[src/rtl/tinyalu_core.sv]
// tinyalu_core: responder side of the TinyALU start/done handshake.
// Single-cycle add/and/xor, multi-cycle multiply (MUL_LATENCY edges, 1..8),
// one-cycle done pulse with a registered, held result.
// Optional feature macro: TINYALU_ILLEGAL_OP_ERR_EN adds an illegal_op pulse
// output and makes opcodes 5/6 complete with result 0 instead of being ignored.
module tinyalu_core #(
  parameter int WIDTH       = 9,
  parameter int MUL_LATENCY = 3
) (
  input  logic                 clk,
  input  logic                 reset_n,
  input  logic [WIDTH-1:0]     A,
  input  logic [WIDTH-1:0]     B,
  input  logic [2:0]           op,
  input  logic                 start,
  output logic                 done,
  output logic [2*WIDTH-1:0]   result
`ifdef TINYALU_ILLEGAL_OP_ERR_EN
  ,
  output logic                 illegal_op
`endif
);

  localparam int RW = 2 * WIDTH;

  localparam logic [1:0] IDLE = 2'd0;
  localparam logic [1:0] EXEC = 2'd1;
  localparam logic [1:0] MUL  = 2'd2;
  localparam logic [1:0] HOLD = 2'd3;

  localparam logic [2:0] OP_ADD = 3'd1;
  localparam logic [2:0] OP_AND = 3'd2;
  localparam logic [2:0] OP_XOR = 3'd3;
  localparam logic [2:0] OP_MUL = 3'd4;

  // Counter covers MUL_LATENCY-1 for latencies up to 8.
  localparam logic [2:0] CNT_LOAD = 3'(MUL_LATENCY - 1);

  logic [1:0]       state_q, state_d;
  logic [WIDTH-1:0] a_q, a_d;
  logic [WIDTH-1:0] b_q, b_d;
  logic [2:0]       op_q, op_d;
  logic [2:0]       cnt_q, cnt_d;
  logic             done_q, done_d;
  logic [RW-1:0]    result_q, result_d;
  logic             illegal_q, illegal_d;

  logic [RW-1:0]    a_ext;
  logic [RW-1:0]    b_ext;
  logic [RW-1:0]    alu_res;
  logic [RW-1:0]    mul_res;

  assign a_ext   = RW'(a_q);
  assign b_ext   = RW'(b_q);
  assign mul_res = a_ext * b_ext;

  // Single-cycle datapath on the latched operands; unknown opcodes give 0.
  always_comb begin
    alu_res = '0;
    case (op_q)
      OP_ADD:  alu_res = a_ext + b_ext;
      OP_AND:  alu_res = a_ext & b_ext;
      OP_XOR:  alu_res = a_ext ^ b_ext;
      default: alu_res = '0;
    endcase
  end

  // Handshake FSM: accept in IDLE, execute or count down, then wait for start to drop.
  always_comb begin
    state_d   = state_q;
    a_d       = a_q;
    b_d       = b_q;
    op_d      = op_q;
    cnt_d     = cnt_q;
    done_d    = 1'b0;
    result_d  = result_q;
    illegal_d = 1'b0;
    case (state_q)
      IDLE: begin
        if (start) begin
          case (op)
            OP_ADD, OP_AND, OP_XOR: begin
              a_d     = A;
              b_d     = B;
              op_d    = op;
              state_d = EXEC;
            end
            OP_MUL: begin
              a_d     = A;
              b_d     = B;
              op_d    = op;
              cnt_d   = CNT_LOAD;
              state_d = MUL;
            end
`ifdef TINYALU_ILLEGAL_OP_ERR_EN
            3'd5, 3'd6: begin
              a_d     = A;
              b_d     = B;
              op_d    = op;
              state_d = EXEC;
            end
`endif
            default: ;
          endcase
        end
      end
      EXEC: begin
        done_d    = 1'b1;
        result_d  = alu_res;
        illegal_d = (op_q == 3'd5) || (op_q == 3'd6);
        state_d   = HOLD;
      end
      MUL: begin
        if (cnt_q == 3'd0) begin
          done_d   = 1'b1;
          result_d = mul_res;
          state_d  = HOLD;
        end else begin
          cnt_d = cnt_q - 3'd1;
        end
      end
      HOLD: begin
        if (!start) begin
          state_d = IDLE;
        end
      end
      default: state_d = IDLE;
    endcase
  end

  // State and datapath registers; reset clears everything and abandons any operation.
  always_ff @(posedge clk or negedge reset_n) begin
    if (!reset_n) begin
      state_q   <= IDLE;
      a_q       <= '0;
      b_q       <= '0;
      op_q      <= '0;
      cnt_q     <= '0;
      done_q    <= 1'b0;
      result_q  <= '0;
      illegal_q <= 1'b0;
    end else begin
      state_q   <= state_d;
      a_q       <= a_d;
      b_q       <= b_d;
      op_q      <= op_d;
      cnt_q     <= cnt_d;
      done_q    <= done_d;
      result_q  <= result_d;
      illegal_q <= illegal_d;
    end
  end

  assign done   = done_q;
  assign result = result_q;

`ifdef TINYALU_ILLEGAL_OP_ERR_EN
  assign illegal_op = illegal_q;
`else
  logic unused_illegal;
  assign unused_illegal = illegal_q;
`endif

endmodule

[config.mk]
export PLATFORM = sky130hd
export DESIGN_NAME = tinyalu_core
export DESIGN_NICKNAME = d
export VERILOG_FILES = /design/src/rtl/tinyalu_core.sv
export SDC_FILE = /design/constraint.sdc
export NUM_CORES = 1
export LEC_CHECK = 0
export CAP_MARGIN = 10
export CORE_MARGIN = 5
export CORE_UTILIZATION = 65
export DETAILED_ROUTE_END_ITERATION = 8
export PLACE_DENSITY = 0.88
export REMOVE_ABC_BUFFERS = 1
export SETUP_SLACK_MARGIN = 0.3
export SLEW_MARGIN = 10
export SYNTH_ARGS = -nofsm -noshare
export SYNTH_HDL_FRONTEND = slang
export SYNTH_SLANG_ARGS = --single-unit
[constraint.sdc]
create_clock -name clk -period 13.45 [get_ports clk]
set_input_delay 1.345 -clock clk [delete_from_list [all_inputs] [get_ports clk]]
set_output_delay 1.345 -clock clk [all_outputs]
set_load 0.005 [all_outputs]
==> impl_metrics.toml, run 1 <==
[status]
status = "finished, final reports clean"

[layout]
nets = 714
final_area_um2 = 5630
drive_gt1_share_pct = 6.47
diodes = 0
area_delta_synth_final_pct = 11.1

[clocking]
cts-buffers-inserted = 5
clock_latency_ns = 0.31
cts_resized = 0
cts_tree = "yes"
post_cts_buffers = 0
path_clk_slew_ns = 0.10
clkSinkCount = 45
clk_path_buf_depth = 2
cts-root-buf = "clkbuf_8"
cts_hold_buf = 0
htreeDepth = 2

[drt]
dr.pass1.iters = 6
drt-total-wl_um = 11900
drt_iter0_drc = 350
vias_per_cell = 5.85
vias = 4033
drc = 0
antenna_left = 0
avgRoutedWirePerCell_um = 17.3

[floorplan]
start_util_pct = 66.3
io_pins = 43
die_x_um = 98.3
die_y_um = 98.3
core-area_um2 = 7650
row_count = 32
die_area_um2 = 9660

[yosys]
ys_ff_latch = 45
synth_area_um2 = 5070
ys_warn_count = 0
synthArstFlopShare_pct = 100
ys_types = 55
ys.flop_type = "dfrtp_1"
synth_top_area_share_pct = 22.2
yosysTopAreaCell = "dfrtp_1"
yosys-top-cells-count = "85 x inv_1, 57 x nand2_1, 53 x ha_1"
synth_cells = 550
yosysMostFrequentCell = "inv_1"
yosysSeqAreaShare_pct = 22.2
synth_edf_count = 0
synthTopCellsByArea = "dfrtp_1 22%, fa_1 20%, ha_1 13%"
syn_area_per_cell_um2 = 9.22

[worst_setup_path]
rr_worst_depth = 16
cp_slowest_cell = "dfrtp_1"
worstSetupPathType = "reg2reg"
crit_path_max_fanout = 10
worstPathCellList = "ha_1, inv_1, fa_1, fa_1, inv_1, fa_1, inv_1, fa_1, inv_1, ha_1, o21ai_0, a21oi_1, a2bb2oi_1, a21oi_1, xor2_1, o21ai_0"
r2r-end = "result[14]"
cp-end-kind = "flop"
max_stage_delay_ns = 0.59
critPathArrivalTime_ns = 5.23
ff2ff_setup_slack_ns = 8.44
start_kind = "flop"
r2r_start = "b_q[4]"
crit_required_ns = 13.67

[placed_design]
place_area_um2 = 5550
place_congestion = 0.962
place_ws_ns = 8.58
place_hpwl_um = 9370
io_buffer_count = 42

[sta]
fmax_mhz = 200
rsz0062_at_grt = "false"
worst_slack_ns = 8.44
final.period_utilization_pct = 37.3
hold_violations = 0
slew-limit-headroom_pct = 29.3
finalCriticalPeriod_ns = 5.01
skew_ns = 0.00825
finalSetupTns_ns = 0
slew_violations = 0
tightest_slew_ns = 1.06
setup_viol = 0

[global_routing]
met1_usage_pct = 35.8
busiest_layer = "met2"
grt_overflow = 0
grt_pass1_vias = 4208
grt_max_degree = 46
grt.total_usage_pct = 25.8
antenna_found_initial = 0
grt_pass1_wl_um = 20200
grtUsageMet3_pct = 4.50
grt_use_met2_pct = 42.7

[worst_hold_path]
min_path_cells = 2
holdPathEnd = "result[10]"
hold_class = "reg2reg"
min_from = "result[10]"

[run]
maxCapViolCount = 0
worst max path at each step:
stage,from,end,cells past startpoint
after floorplan,a_q[5],result[16],13
after global placement,a_q[4],result[14],16
after detailed placement,b_q[4],result[14],16
after CTS,b_q[4],result[14],16
after global routing,b_q[4],result[14],16
final,b_q[4],result[14],16
area by class of cell:
type	count	area [µm²]
sequential	45	1130
fill	568	2010
clock buffer	7	76.3
tap	102	128
inverter	85	319
multi-input combinational	407	3560
clock inverter	1	7.51
timing repair buffer	42	415
critical path: cells and delay by family (launching register included):
family / cells / cell delay, ns
fa+ha+maj: 6 / 2.77
xor+xnor: 1 / 0.16
buf+inv: 4 / 0.32
compound gates: 5 / 1.11
flops: 1 / 0.59
registers in the layout, indices dropped and copies added (netlist names):
signal and cells:
a_q 9, b_q 9, cnt_q 3, done 1, op_q 3, result 18, state_q 2
cells in the final DEF (no fill, tap or decap), types with 4 or more instances in the layout:
| cell type | n |
|---|---|
| inv_1 | 85 |
| nand2_1 | 57 |
| ha_1 | 53 |
| fa_1 | 51 |
| and2_1 | 47 |
| dfrtp_1 | 45 |
| clkdlybuf4s50_1 | 41 |
| o21ai_0 | 31 |
| nor2_1 | 30 |
| mux2_2 | 23 |
| a21oi_1 | 19 |
| nand3_1 | 10 |
| xnor2_1 | 9 |
| nor2b_1 | 6 |
| nand2b_1 | 5 |
| clkbuf_8 | 5 |
| o21a_1 | 4 |
| a31oi_1 | 4 |
| a22o_1 | 4 |
| xor2_1 | 4 |
per-stage QoR:
step                hold slack (ns)  utilization, %  std cells
global placement              0.476            72.6        681
global route                  0.557            73.7        689
CTS                           0.506            73.7        689
detailed placement            0.482            72.6        681
floorplan                     0.473               -        537
finish                        0.499            73.7        689
cell families (layout without fill, tap and decap cells):
group	after synthesis	in the layout	share of synthesized area, %
AND/OR/NAND/NOR	166	166	16.1
adder cells (fa/ha/maj)	104	104	33.2
AO/OA/AOI/OAI	98	98	12.9
buffers and inverters	98	135	7.53
flip-flops	45	45	22.2
multiplexers	26	26	5.73
XOR/XNOR	13	13	2.25
routing by layer:
layer,routed length (µm),vias to the layer above,part of all wire [%]
met5,0,-,0
met4,110,0,0.92
met3,778,14,6.5
met2,5880,163,49
met1,5150,1976,43
li1,-,1880,-
Power of run 1 is not shown: default switching activity piles up to over one toggle a cycle in this logic, so the estimate is an artifact.
==> run 2: changes to the inputs <==
--- a/config.mk
+++ b/config.mk
@@ -7,9 +7,9 @@
 export LEC_CHECK = 0
 export CAP_MARGIN = 10
 export CORE_MARGIN = 5
-export CORE_UTILIZATION = 65
+export CORE_UTILIZATION = 60
 export DETAILED_ROUTE_END_ITERATION = 8
-export PLACE_DENSITY = 0.88
+export PLACE_DENSITY = 0.82
 export REMOVE_ABC_BUFFERS = 1
 export SETUP_SLACK_MARGIN = 0.3
 export SLEW_MARGIN = 10
==> constraint.sdc (replaced) <==
create_clock -name clk -period 4.8 [get_ports clk]
set_input_delay 0.48 -clock clk [delete_from_list [all_inputs] [get_ports clk]]
set_output_delay 0.48 -clock clk [all_outputs]
set_load 0.005 [all_outputs]
==> impl_metrics.toml, run 2 (synthesis results as in run 1) <==
[worst_setup_path]
worstSetupPathType = "reg2reg"
crit_path_end = "result[16]"
start_kind = "flop"
crit_required_ns = 4.98
cp-end-kind = "flop"
ff2ff_setup_slack_ns = 0.42
crit_path_max_fanout = 6
r2r-end = "result[16]"
r2r_start = "a_q[2]"
startpoint = "a_q[2]"
rr_worst_depth = 14
critPathArrivalTime_ns = 4.57

[placed_design]
dp.cells = 693
io_buffer_count = 42
place_congestion = 0.961
place_hpwl_um = 9770

[sta]
setup_viol = 0
slew_violations = 0
fmax_mhz = 228
rsz0062_at_grt = "true"
finalCriticalPeriod_ns = 4.38
tightest_slew_ns = 1.12
skew_ns = 0.0140
hold_violations = 0
slew-limit-headroom_pct = 25.2
final.period_utilization_pct = 91.3

[floorplan]
die_area_um2 = 10400
io_pins = 43
start_util_pct = 61.7
die_y_um = 102
row_count = 33
die_x_um = 102
core-area_um2 = 8220

[drt]
drt_iter0_drc = 296
drc = 0
dr.pass1.iters = 4
avgRoutedWirePerCell_um = 18.3
vias_per_cell = 5.86
drt-total-wl_um = 13000
vias = 4156
antenna_left = 0

[clocking]
clk_path_buf_depth = 2
cts_tree = "yes"
path_clk_slew_ns = 0.10
cts_hold_buf = 0
cts-buffers-inserted = 5
clkSinkCount = 45
htreeDepth = 2
clock_latency_ns = 0.32
cts-root-buf = "clkbuf_8"

[worst_hold_path]
hold_class = "in2async"

[global_routing]
grt_pass1_vias = 4322
grt.total_usage_pct = 25.7
grt_pass1_wl_um = 20900
grt_overflow = 0
antenna_found_initial = 0
grt_max_degree = 46

[layout]
layout_common_cells = "83 x inv_1, 57 x nand2_1, 49 x fa_1"
fillers = 613
drive_gt1_share_pct = 15.1
diodes = 0
area_delta_synth_final_pct = 17.4
largest_reg_flops = 18
layout_commonest_cell = "inv_1"
finalNonFillerCells = 709
nets = 731

[run]
maxCapViolCount = 0

[status]
status = "finished, final reports clean"
[run 2: cell types whose count changed in the layout (fill, tap and decap cells not counted), moves of 2 or more]
cell	change
a21oi_1	-2
buf_4	+13
buf_6	+2
dfrtp_1	-11
dfrtp_2	+11
fa_1	-2
fa_2	+2
ha_1	-9
ha_2	+4
ha_4	+5
inv_1	-2
o21ai_0	-4
o21ai_1	+2
o21ai_2	+2
[run 2: through the flow]
step	hold WS (ns)	utilization, %	TNS [ns]	setup WS [ns]	instance area, µm²
detailed placement	0.481	68.4	-0.382	-0.123	5620
CTS	0.385	70.3	0	0.337	5780
global placement	0.475	68.4	0	0.0194	5620
floorplan	0.184	-	0	0.518	5010
finish	0.345	72.4	0	0.417	5950
global route	0.444	72.4	0	0.265	5950
[run 2: worst min path at each step]
stage / slack (ns) / cells after the start / start / to
floorplan: 0.18 / 0 / reset_n / a_q[0]
global placement: 0.48 / 2 / result[10] / result[10]
detailed placement: 0.48 / 1 / result[12] / result[12]
CTS: 0.39 / 1 / reset_n / a_q[5]
global route: 0.44 / 1 / reset_n / state_q[1]
finish: 0.35 / 1 / reset_n / state_q[0]
[run 2: layer usage]
metal	vias up	global-route usage [%]	share of wire [%]
li1	1913	-	-
met1	2065	33.4	42
met2	151	44.0	51
met3	27	4.57	5.5
met4	0	8.17	2.2
met5	-	0	0
[run 2: what timing repair did]
action,4_1_cts,5_1_grt
resized for setup,14,33
cloned,0,1
pin swaps,1,17
setup buffers,2,5
setup endpoints to repair,9,11
[run 2: cell type report]
class | count | area (µm²) | area share, %
clock buffers | 6 | 72.6 | 1.22
clock inverters | 2 | 38.8 | 0.652
inverters | 85 | 322 | 5.41
multi-input cells | 407 | 3700 | 62.2
flip-flops and latches | 45 | 1140 | 19.2
well taps | 105 | 131 | 2.21
repair buffers | 59 | 546 | 9.17
[run 2: worst max-delay path, cell delays in order (launching register included)]
cell and delay (ns):
dfrtp_2 0.48, buf_4 0.15, and2_4 0.15, fa_1 0.50
fa_1 0.51, fa_1 0.51, inv_1 0.05, fa_1 0.50
inv_2 0.05, ha_4 0.23, a211o_1 0.30, a2bb2oi_2 0.15
o41ai_2 0.38, xor2_1 0.20, o21ai_1 0.07
Power of run 2 is left out for the same reason.
